$ cat src/rtl/flash_reader_pkg.sv
// Shared types and constants for the flash burst reader slice.
package flash_reader_pkg;

   // Reader control states.
   typedef enum logic [2:0] {
      IDLE    = 3'd0,
      REQUEST = 3'd1,
      RECEIVE = 3'd2,
      STREAM  = 3'd3,
      DONE    = 3'd4
   } state_t;

   // Avalon-MM burstcount port width.
   localparam int BURSTCOUNT_W = 6;

   // Counter widths: up to 32 words and 64 samples per burst.
   localparam int WORD_CNT_W   = 5;
   localparam int SAMPLE_CNT_W = 6;

endpackage

$ cat src/rtl/sample_select.sv
// Maps a sample index to a word/half of the burst buffer, honoring the
// requested playback direction.
module sample_select
   import flash_reader_pkg::*;
#(
   parameter int DATA_W    = 32,
   parameter int SAMPLE_W  = 16,
   parameter int BURST_LEN = 4
) (
   input  logic [BURST_LEN*DATA_W-1:0] words,
   input  logic [SAMPLE_CNT_W-1:0]     idx,
   input  logic                        reverse,
   output logic [SAMPLE_W-1:0]         sample
);

   localparam logic [SAMPLE_CNT_W-1:0] LAST_SAMPLE = SAMPLE_CNT_W'(2*BURST_LEN-1);

   logic [SAMPLE_CNT_W-1:0] eff;

   // Samples are packed low half first, so the effective index is the
   // sample position in the buffer; reverse mirrors it end-to-end.
   always_comb begin
      eff    = reverse ? (LAST_SAMPLE - idx) : idx;
      sample = '0;
      for (int i = 0; i < 2*BURST_LEN; i++) begin
         if (eff == SAMPLE_CNT_W'(i)) sample = words[i*SAMPLE_W +: SAMPLE_W];
      end
   end

endmodule

$ cat src/rtl/flash_burst_reader.sv
// Fetches one Avalon-MM read burst from flash and streams the contained
// 16-bit samples to a ready/valid consumer, forward or reversed.
module flash_burst_reader
   import flash_reader_pkg::*;
#(
   parameter int ADDR_W    = 23,
   parameter int DATA_W    = 32,
   parameter int SAMPLE_W  = 16,
   parameter int BURST_LEN = 4
) (
   input  logic                    clk,
   input  logic                    rst,
   input  logic                    start,
   input  logic                    reverse,
   input  logic [ADDR_W-1:0]       address_from_handler,
   output logic                    flash_mem_read,
   output logic                    flash_mem_write,
   output logic [ADDR_W-1:0]       flash_mem_address,
   output logic [BURSTCOUNT_W-1:0] flash_mem_burstcount,
   input  logic                    flash_mem_waitrequest,
   input  logic [DATA_W-1:0]       flash_mem_readdata,
   input  logic                    flash_mem_readdatavalid,
   output logic [SAMPLE_W-1:0]     sample_out,
   output logic                    sample_valid,
   input  logic                    sample_ready,
   output logic                    busy,
   output logic                    finish
);

   localparam logic [WORD_CNT_W-1:0]   LAST_WORD   = WORD_CNT_W'(BURST_LEN-1);
   localparam logic [SAMPLE_CNT_W-1:0] LAST_SAMPLE = SAMPLE_CNT_W'(2*BURST_LEN-1);

   state_t                     state;
   logic [WORD_CNT_W-1:0]      word_cnt;
   logic [SAMPLE_CNT_W-1:0]    sample_idx;
   logic [ADDR_W-1:0]          addr_q;
   logic                       rev_q;
   logic                       read_q;
   logic                       busy_q;
   logic                       finish_q;
   logic                       valid_q;
   logic [BURST_LEN*DATA_W-1:0] buf_q;
   logic [SAMPLE_W-1:0]        sel_sample;
   logic                       word_we;

   assign word_we = (state == RECEIVE) && flash_mem_readdatavalid;

   // Control FSM: request, collect the burst, stream samples, pulse finish.
   always_ff @(posedge clk) begin
      if (rst) begin
         state      <= IDLE;
         word_cnt   <= '0;
         sample_idx <= '0;
         addr_q     <= '0;
         rev_q      <= 1'b0;
         read_q     <= 1'b0;
         busy_q     <= 1'b0;
         finish_q   <= 1'b0;
         valid_q    <= 1'b0;
      end else begin
         case (state)
            IDLE: begin
               finish_q <= 1'b0;
               if (start) begin
                  addr_q     <= address_from_handler;
                  rev_q      <= reverse;
                  word_cnt   <= '0;
                  sample_idx <= '0;
                  read_q     <= 1'b1;
                  busy_q     <= 1'b1;
                  state      <= REQUEST;
               end
            end
            REQUEST: begin
               if (!flash_mem_waitrequest) begin
                  read_q <= 1'b0;
                  state  <= RECEIVE;
               end
            end
            RECEIVE: begin
               if (flash_mem_readdatavalid) begin
                  if (word_cnt == LAST_WORD) begin
                     valid_q <= 1'b1;
                     state   <= STREAM;
                  end else begin
                     word_cnt <= word_cnt + 1'b1;
                  end
               end
            end
            STREAM: begin
               if (sample_ready) begin
                  if (sample_idx == LAST_SAMPLE) begin
                     valid_q  <= 1'b0;
                     finish_q <= 1'b1;
                     state    <= DONE;
                  end else begin
                     sample_idx <= sample_idx + 1'b1;
                  end
               end
            end
            DONE: begin
               finish_q <= 1'b0;
               busy_q   <= 1'b0;
               state    <= IDLE;
            end
            default: begin
               read_q   <= 1'b0;
               busy_q   <= 1'b0;
               finish_q <= 1'b0;
               valid_q  <= 1'b0;
               state    <= IDLE;
            end
         endcase
      end
   end

   // Burst buffer; contents are only meaningful once STREAM is reached,
   // so it carries no reset.
   always_ff @(posedge clk) begin
      if (word_we) begin
         for (int w = 0; w < BURST_LEN; w++) begin
            if (word_cnt == WORD_CNT_W'(w)) buf_q[w*DATA_W +: DATA_W] <= flash_mem_readdata;
         end
      end
   end

   sample_select #(
      .DATA_W    (DATA_W),
      .SAMPLE_W  (SAMPLE_W),
      .BURST_LEN (BURST_LEN)
   ) u_sample_select (
      .words   (buf_q),
      .idx     (sample_idx),
      .reverse (rev_q),
      .sample  (sel_sample)
   );

   assign flash_mem_read       = read_q;
   assign flash_mem_write      = 1'b0;
   assign flash_mem_address    = addr_q;
   assign flash_mem_burstcount = BURSTCOUNT_W'(BURST_LEN);
   assign busy                 = busy_q;
   assign finish               = finish_q;
   assign sample_valid         = valid_q;
   // Buffer is uncleared, so the sample is forced to zero outside STREAM.
   assign sample_out           = valid_q ? sel_sample : '0;

endmodule

$ cat config.mk
export PLATFORM = sky130hd
export DESIGN_NAME = flash_burst_reader
export DESIGN_NICKNAME = d
export VERILOG_FILES = /design/src/rtl/flash_reader_pkg.sv /design/src/rtl/sample_select.sv /design/src/rtl/flash_burst_reader.sv
export SDC_FILE = /design/constraint.sdc
export NUM_CORES = 1
export LEC_CHECK = 0
export CAP_MARGIN = 20
export CORE_MARGIN = 2
export CORE_UTILIZATION = 60
export CTS_BUF_LIST = sky130_fd_sc_hd__clkbuf_4 sky130_fd_sc_hd__clkbuf_8
export CTS_CLUSTER_SIZE = 16
export DETAILED_ROUTE_END_ITERATION = 8
export PLACE_DENSITY_LB_ADDON = 0.15
export SLEW_MARGIN = 20
export SYNTH_ARGS = -nofsm -noshare
export SYNTH_HDL_FRONTEND = slang
export SYNTH_SLANG_ARGS = --single-unit
$ cat constraint.sdc
create_clock -name clk -period 4 [get_ports clk]
set_input_delay 0.8 -clock clk [delete_from_list [all_inputs] [get_ports clk]]
set_output_delay 0.8 -clock clk [all_outputs]
set_load 0.005 [all_outputs]
Word level (Yosys, flattened, before mapping)
Index checks and enable logic that the tools add are counted.

word-level totals
  register bits = 170
  bits of input ports = 62
  RAM bits = 0
  bits in latches = 0
  memories = 0
  output and inout bits = 50
  ROM bits = 0
  word-level logic and storage cells = 102

cells by class
  div/mod/pow operators = 0
  multipliers = 0
  eq/ne operators = 23
  muxes and demuxes = 37
  shift operators = 0
  add/subtract/negate cells = 3
  bitwise operators = 4
  $lt $le $gt $ge = 0
  reduce and logical (&&, ||, !) cells = 22

operator list
  kind                                                                    number
  16-bit two-way mux                                                      9
  6-bit by 3-bit equality test with 1-bit output (second input constant)  5
  6-bit two-way mux                                                       4
  3-bit two-way mux                                                       6
  5-bit two-way mux                                                       3
  2-bit inequality test (second input constant)                           7
  6-bit by 2-bit equality test with 1-bit output (second input constant)  2
  3-bit one-hot mux with 4 select lines                                   1
  6-bit one-hot mux with 2 select lines                                   1
  2-bit AND reduction                                                     6
  5-bit by 2-bit equality test with 1-bit output (second input constant)  2
  5-bit one-hot mux with 2 select lines                                   1
  3-bit OR reduction                                                      3
  1-bit two-way mux                                                       8
  4-bit AND reduction                                                     2
  6-bit by 1-bit adder with 6-bit output (second input constant)          1
  3-bit by 2-bit equality test with 1-bit output (second input constant)  2
  6-bit by 1-bit equality test with 1-bit output (second input constant)  1
  6-bit zero test                                                         1
  1-bit one-hot mux with 3 select lines                                   2
  3-bit AND reduction                                                     2
  6-bit AND reduction                                                     1
  3-bit by 6-bit subtractor with 6-bit output (first input constant)      1
  5-bit by 1-bit adder with 5-bit output (second input constant)          1
  12 further kinds                                                        17

Logic depth before layout (Yosys ltp)
Gate-level depths: netlist of the first run.

  depth in word-level cells = 12
  gate-level depth with buffers = 9
  gate-level depth less buffers = 7

By module
From an unflattened synthesis of the first run, not the netlist that was laid out.

second synthesis, totals
  cell total of the unflattened synthesis = 735
  area, all modules = 8247.9 um^2

by module, submodules not included
  module              cells each  seq. area each (um^2)  instances  area an instance (um^2)
  flash_burst_reader  380         4684.5                 1          5896.9
  sample_select       355         0.0                    1          2351.0

Worst setup path after synthesis of the first run
Ideal clock, no wire load.

  path type = flip-flop to output port
  start point = reg sample_idx[3]
  end point = out sample_out[10]
  arrival time = 2011 ps
  path slack = 1189 ps
  path buffers = 2
  required time = 3200 ps
  stages on the path, launching flop included = 10
  cell sequence = dfxtp_1 -> inv_1 -> ha_1 -> nor2_1 -> buf_2 -> a41o_1 -> clkbuf_1 -> nand2_1 -> a31o_1 -> a21oi_2

between the ends
  longest elaborated chain between the ends = 12
  elaborated cells on any way between the ends = 19
  classes of those cells = add/sub: 1; eq/ne: 7; mux: 10; reduce/logical: 1

RTL lines
  item                                         line                       RTL
  start: declaration                           flash_burst_reader.sv:35   logic [SAMPLE_CNT_W-1:0] sample_idx;
  start signal: assignment                     flash_burst_reader.sv:97   sample_idx <= sample_idx + 1'b1;
  3-bit by 6-bit subtractor with 6-bit output  sample_select.sv:23        eff = reverse ? (LAST_SAMPLE - idx) : idx;
  6-bit two-way mux (*)                        sample_select.sv:23
  6-bit zero test                              sample_select.sv:26        if (eff == SAMPLE_CNT_W'(i)) sample = words[i*SAMPLE_W +: SAMPLE_W];
  16-bit two-way mux (7 in a row)              sample_select.sv:26
  16-bit two-way mux (*)                       sample_select.sv:26
  16-bit two-way mux (*)                       flash_burst_reader.sv:146  assign sample_out = valid_q ? sel_sample : '0;
  end: declaration                             flash_burst_reader.sv:23   output logic [SAMPLE_W-1:0] sample_out,

Mark *: on every way between the ends. The rest lies on a longest branch, timed or not.

Final worst setup path of the first run
  start point = reg sample_idx[0]
  end point = out sample_out[12]

The elaborated chain is that of the path after synthesis.

==> results of run 1 <==
cell type report:
cell class / instances / area, um^2
clock buffers: 17 / 234
clock inverters: 13 / 154
fillers: 909 / 3440
inverters: 25 / 93.8
multi-input cells: 465 / 3200
flip-flops and latches: 170 / 4690
well taps: 176 / 220
repair buffers: 136 / 1310
Yosys cell counts, drive strengths merged (9+ instances only):
library cell	number	area, um^2
inv	25	93.8
a32oi	14	130
a21oi	51	289
o22ai	29	181
buf	39	240
clkbuf	26	97.6
dfxtp	42	841
o21ai	39	199
a22oi	19	143
edfxtp	128	3840
nand2	79	297
mux2i	60	601
a41oi	13	114
a31o	13	114
o211ai	15	113
nand2b	9	56.3
nor2	18	70.1
logic make-up (layout without fill, tap and decap cells):
kind of cell,count (synthesis),count (layout)
compound gates,222,222
flops,170,170
simple gates,161,161
buf+inv,90,191
mux,62,62
fa+ha+maj,7,7
xor+xnor,6,6
other cells,2,7
timing repair:
action	4_1_cts	5_1_grt
resized for setup	3	8
hold buffers	0	0
setup buffers	0	0
endpoints found under the setup margin	5	14
endpoints found under the hold margin	0	0
gates cloned	0	0
metrics by stage:
stage,instance area (um^2),std cells
after floorplan,8260,725
after global placement,9480,972
after detailed placement,9480,972
after CTS,9870,1002
after global routing,9910,1002
final,9910,1002
state kept, by name, indices dropped and copies added, names as in the netlist:
signal and cells:
word_cnt 5, flash_mem_read 1, sample_valid 1, sample_idx 6
state 3, finish 1, rev_q 1, buf_q 128
busy 1, flash_mem_address 23
worst register-to-register path, stage by stage (launching register included):
cell and delay, ns:
dfxtp_1 0.57, nor3b_1 0.62, and3_1 0.32, and2_1 0.65, buf_12 0.27
routing by layer:
layer	part of all wire, %	vias to the layer above	wire (um)	GRT usage (%)
li1	-	2927	-	-
met4	1.9	0	383	10.8
met5	0	-	0	0
met2	48	326	9890	45.5
met3	9.0	37	1840	8.36
met1	41	3140	8370	36.8
worst max-delay path by stage:
stage / from / to / cells after the start
CTS: rev_q / sample_out[10] / 7
floorplan: sample_idx[3] / sample_out[10] / 9
global route: rev_q / sample_out[1] / 7
finish: sample_idx[0] / sample_out[12] / 7
global placement: sample_idx[3] / sample_out[12] / 8
detailed placement: sample_idx[3] / sample_out[1] / 9
report_power, final:
| part | switching, mW | internal, mW |
|---|---|---|
| clock network | 0.619 | 0.605 |
| registers | 0.0218 | 1.92 |
| logic | 0.162 | 0.155 |
| total | 0.803 | 2.68 |
==> metrics.md, run 1 <==
| Metric | Value |
|---|---|
| Status | completed |
| Total clock sinks | 170 |
| Final slew viol count | 0 |
| Worst hold endpoint | flash_mem_address[14] |
| Worst-path fanout max | 35 |
| Routed wire length per instance | 20.4 um |
| Critical path class | register to output pin |
| Largest family of logic cells by synthesized area | compound AO/OA/AOI/OAI gates |
| Worst path cell trace | buf_4 > or3_1 > buf_4 > o22ai_1 > a31o_1 > a21oi_1 > clkdlybuf4s50_1 |
| CTS tree | done |
| Synth Area in Adders | 1.06% |
| Tot Pwr | 3.48 mW |
| Reported max-cap violation count | 0 |
| Slowest CP cell | dfxtp_4 |
| WL final | 20500 um |
| Setup Skew | 0.00835 ns |
| Worst slack, placed | 0.493 ns |
| Synth Register Bits | 170 |
| Crit path max-delay family | buffers and inverters |
| Detailed placement HPWL | 13600 um |
| CTS H-tree lvls | 4 |
| Die height | 121 um |
| Crit path required time | 3.20 ns |
| Power per cell area | 352 nW/um^2 |
| First-pass GRT wire length | 31800 um |
| Die area | 14700 um^2 |
| Io pins | 112 |
| Final core occ | 74.2% |
| Via density | 6.42 |
| Via count | 6430 |
| Antenna Cells | 0 |
| CP arrival | 3.04 ns |
| Slew margin rel. | 45.3% |
| Rows | 42 |
| Slew @ Worst Pin | 0.820 ns |
| Commonest cells after routing, fill and taps aside | edfxtp_1, clkdlybuf4s50_1, nand2_1 |
| Fin Setup TNS | 0 ns |
| Placer congestion estimate | 0.870 |
| Min-delay src | flash_mem_address[14] |
| DR pass1 iterations | 5 |
| Clock-pin slew on the worst setup and hold paths | 0.08 ns |
| Largest net degree at the start of global routing | 36 |
| DRC viols | 0 |
| Startpoint Class | register |
| Yosys warnings | 0 |
| CP peak stage delay | 0.66 ns |
| Achievable frequency | 0.260 GHz |
| Total Routing Usage GR | 28.5% |
| Syn avg cell area | 11.5 um^2 |
| CP Buf/Inv Count | 3 |
| R2R Path End | buf_q[39] |
| Final net count | 884 |
| Die width | 121 um |
| Reg2reg path depth | 4 |
| CP most frequent cell | buf_4 |
| RSZ-0062 raised after global routing | no |
| Critical Path End Type | output pin |
| Worst hold slack | 0.462 ns |
| TritonCTS buffer count | 17 |
| Compound-Gate Fraction of Synth Area | 18.7% |
| Layout cells sized above 1 | 11.5% |
| Longest Clk Path Bufs | 2 |
| Number of enable flip-flop cells after synthesis | 128 |
| ANT nets after route | 0 |
| Internal reg-to-reg setup slack | 1.26 ns |
| Xor/xnor share of the synthesized area | 0.637% |
| Clock Latency Late Sink | 0.46 ns |
| FFs w/ async S/R, synth | 0% |
| Final setup fails | 0 |
| Total gr overflow | 0 |
| Top_reg_cell synth | edfxtp_1 |
| Final Worst Setup Slack | 0.159 ns |
| Final min period | 3.84 ns |
| Final hold viol count | 0 |
| VDD IR-drop max | 0.000246 V |
| Vias in the first global route | 6134 |
| Multiplexer share of the synthesized area | 7.69% |
| RR Startpoint | state[1] |
| Initial Utilization | 61.8% |
| Synth Area in Simple Gates | 9.79% |
| Core area | 13300 um^2 |
| Synth-to-layout area growth | 20.1% |
| Most common cell after layout, fill and taps aside | edfxtp_1 |
| Register area share after synthesis | 56.8% |
| I/O Buffers | 104 |
| Cell variety after synth | 72 |
| WHS Path Cells | 2 |
| Initial antenna violation count | 0 |
| Final worst path period share | 96.0% |
| Iter 0 DRT Violations | 592 |
| Post-Synthesis Cells | 720 |
| Hold Crit Class | register to register |
| Synth Cell Area | 8250 um^2 |
| Leak pwr | 3.23 nW |
| Clk root buf | clkbuf_8 |
Note: power is estimated with default switching activity, not from simulation.
==> inputs of run 2 (changes only) <==
--- a/config.mk
+++ b/config.mk
@@ -11,8 +11,10 @@
 export CTS_BUF_LIST = sky130_fd_sc_hd__clkbuf_4 sky130_fd_sc_hd__clkbuf_8
 export CTS_CLUSTER_SIZE = 16
 export DETAILED_ROUTE_END_ITERATION = 8
+export GPL_ROUTABILITY_DRIVEN = 0
 export PLACE_DENSITY_LB_ADDON = 0.15
 export SLEW_MARGIN = 20
 export SYNTH_ARGS = -nofsm -noshare
 export SYNTH_HDL_FRONTEND = slang
 export SYNTH_SLANG_ARGS = --single-unit
+export TNS_END_PERCENT = 1
==> results of run 2 <==
Final layout, timing and power as in run 1 (identical DEF).
==> inputs of run 3 (changes only) <==
--- a/config.mk
+++ b/config.mk
@@ -7,9 +7,9 @@
 export LEC_CHECK = 0
 export CAP_MARGIN = 20
 export CORE_MARGIN = 2
-export CORE_UTILIZATION = 60
+export CORE_UTILIZATION = 61
 export CTS_BUF_LIST = sky130_fd_sc_hd__clkbuf_4 sky130_fd_sc_hd__clkbuf_8
-export CTS_CLUSTER_SIZE = 16
+export CTS_CLUSTER_SIZE = 12
 export DETAILED_ROUTE_END_ITERATION = 8
 export GPL_ROUTABILITY_DRIVEN = 0
 export PLACE_DENSITY_LB_ADDON = 0.15
==> metrics.md, run 3 (synthesis gave the netlist of run 1 again) <==
| Metric | Value |
|---|---|
| Status | completed |
| Hold Crit Class | register to register |
| Final min period | 3.87 ns (+0.0341 ns) |
| Final setup fails | 0 (unchanged) |
| Via count | 6308 (-1.9%) |
| Synth-to-layout area growth | 19.7% |
| CTS tree | done |
| Worst-path fanout max | 11 (-69%) |
| Clk root buf | clkbuf_8 |
| Total Routing Usage GR | 27.8% (-0.61 points) |
| VDD IR-drop max | 0.000311 V (+27%) |
| Clock-pin slew on the worst setup and hold paths | 0.08 ns (about the same) |
| Die area | 14500 um^2 (-1.6%) |
| Die width | 120 um (-0.80%) |
| Slowest CP cell | clkdlybuf4s50_1 |
| Routed wire length per instance | 19.7 um (-3.6%) |
| CTS H-tree lvls | 4 (unchanged) |
| Total clock sinks | 170 (unchanged) |
| Worst path cell trace | inv_1 > ha_1 > xor2_4 > a41o_1 > buf_4 > nand2_1 > a31o_1 > a21oi_1 > clkdlybuf4s50_1 |
| CP peak stage delay | 0.52 ns (-0.14 ns) |
| Detailed placement HPWL | 13500 um (-0.55%) |
| CP arrival | 3.07 ns (+0.03 ns) |
| DRC viols | 0 (unchanged) |
| Clock Latency Late Sink | 0.47 ns (about the same) |
| Critical path class | register to output pin |
| Worst slack, placed | 0.250 ns (-0.243 ns) |
| Crit path required time | 3.20 ns (about the same) |
| Final worst path period share | 96.9% (+0.85 points) |
| Initial antenna violation count | 0 (unchanged) |
| Achievable frequency | 0.258 GHz (-0.88%) |
| CP Buf/Inv Count | 3 (unchanged) |
| Final net count | 888 (+0.45%) |
| Top reg by flops | buf_q |
| Startpoint Class | register |
| Commonest cells after routing, fill and taps aside | edfxtp_1, clkdlybuf4s50_1, nand2_1 |
| Critical Path End Type | output pin |
| Power per cell area | 338 nW/um^2 (-3.9%) |
| Vias in the first global route | 6187 (+0.86%) |
| First-pass GRT wire length | 30900 um (-2.8%) |
| ANT nets after route | 0 (unchanged) |
| I/O Buffers | 104 (unchanged) |
| Layout cells sized above 1 | 11.8% (+0.28 points) |
| Placed cells | 974 (+0.21%) |
| Most common cell after layout, fill and taps aside | edfxtp_1 |
| Slew margin rel. | 40.6% (-4.8 points) |
| Leak pwr | 3.23 nW (about the same) |
| Reported max-cap violation count | 0 (unchanged) |
| Io pins | 112 (unchanged) |
| Initial Utilization | 62.3% (+0.49 points) |
| Number of flip-flops in the largest register | 128 (unchanged) |
| Final Worst Setup Slack | 0.125 ns (-0.0341 ns) |
| Hold buffer count at cts | 0 (unchanged) |
| Crit path max-delay family | buffers and inverters |
| Non-filler cells, final | 1008 (+0.60%) |
| Via density | 6.26 (-2.5%) |
| Total gr overflow | 0 (unchanged) |
| Setup Skew | 0.0105 ns (+0.00217 ns) |
| Iter 0 DRT Violations | 583 (-1.5%) |
| Rows | 42 (unchanged) |
| Longest Clk Path Bufs | 2 (unchanged) |
| DR pass1 iterations | 5 (unchanged) |
| Final slew viol count | 0 (unchanged) |
| Antenna Cells | 0 (unchanged) |
| WL final | 19900 um (-3.0%) |
| TritonCTS buffer count | 17 (unchanged) |
| Largest net degree at the start of global routing | 33 (-8.3%) |
| Slew @ Worst Pin | 0.888 ns (+0.0680 ns) |
| Final hold viol count | 0 (unchanged) |
| Die height | 120 um (-0.80%) |
| Core area | 13200 um^2 (-0.79%) |
run 3: cell types whose count changed in the layout (fill, tap and decap cells not counted), moves of 2 or more:
cell and change:
clkinv_1 +2, clkbuf_4 +4, buf_4 +5, bufinv_16 -2
clkinv_4 -2
run 3: report_power, final:
part	internal (mW)	switching, mW	leakage (nW)
Sequential	1.92	0.0243	1.50
Combinational	0.156	0.157	1.56
Clock	0.504	0.573	0.173
Total	2.58	0.754	3.23
run 3: final timing paths:
path | startpoint | slack [ns] | endpoint | depth (start not counted)
min reg2reg | flash_mem_address[22] | 0.46 | flash_mem_address[22] | 2
min | flash_mem_address[22] | 0.46 | flash_mem_address[22] | 2
max | sample_idx[3] | 0.13 | sample_out[0] | 9
max reg2reg | state[1] | 1.16 | buf_q[116] | 5
run 3: metrics by stage:
stage	power [mW]	hold WS [ns]	utilization (%)	TNS [ns]	area (um^2)
4_1_cts	3.35	0.459	74.3	0	9840
2_1_floorplan	2.14	0.453	-	0	8260
5_1_grt	3.44	0.481	74.5	-0.0210	9870
3_5_place_dp	2.29	0.448	71.6	0	9480
3_3_place_gp	2.28	0.441	71.6	0	9480
6_report	3.33	0.456	74.5	0	9870
run 3: worst reg2reg max path, cell delays in order, from the launching register on:
cell and delay (ns):
dfxtp_1 0.58, nor3b_1 0.65, and3_1 0.33, nand2_1 0.10
inv_1 0.63, buf_12 0.25
run 3: cell type report:
cell class / count / area (um^2)
clock buffer: 21 / 264
clock inverter: 11 / 80.1
fill: 877 / 3370
inverter: 25 / 93.8
multi-input combinational: 465 / 3190
sequential: 170 / 4690
tap: 176 / 220
timing repair buffer: 140 / 1330
run 3: metal layers:
layer | track usage [%] | vias to the layer above | routed length (um) | part of all wire, %
met5 | 0 | - | 0 | 0
met4 | 11.3 | 0 | 561 | 2.8
met3 | 6.32 | 54 | 1600 | 8.0
met2 | 46.0 | 311 | 9630 | 48
met1 | 35.8 | 3001 | 8070 | 41
li1 | - | 2942 | - | -
run 3: timing repair:
action	4_1_cts	5_1_grt
setup buffers	0	2
endpoints found under the setup margin	16	16
gates resized for setup	3	7
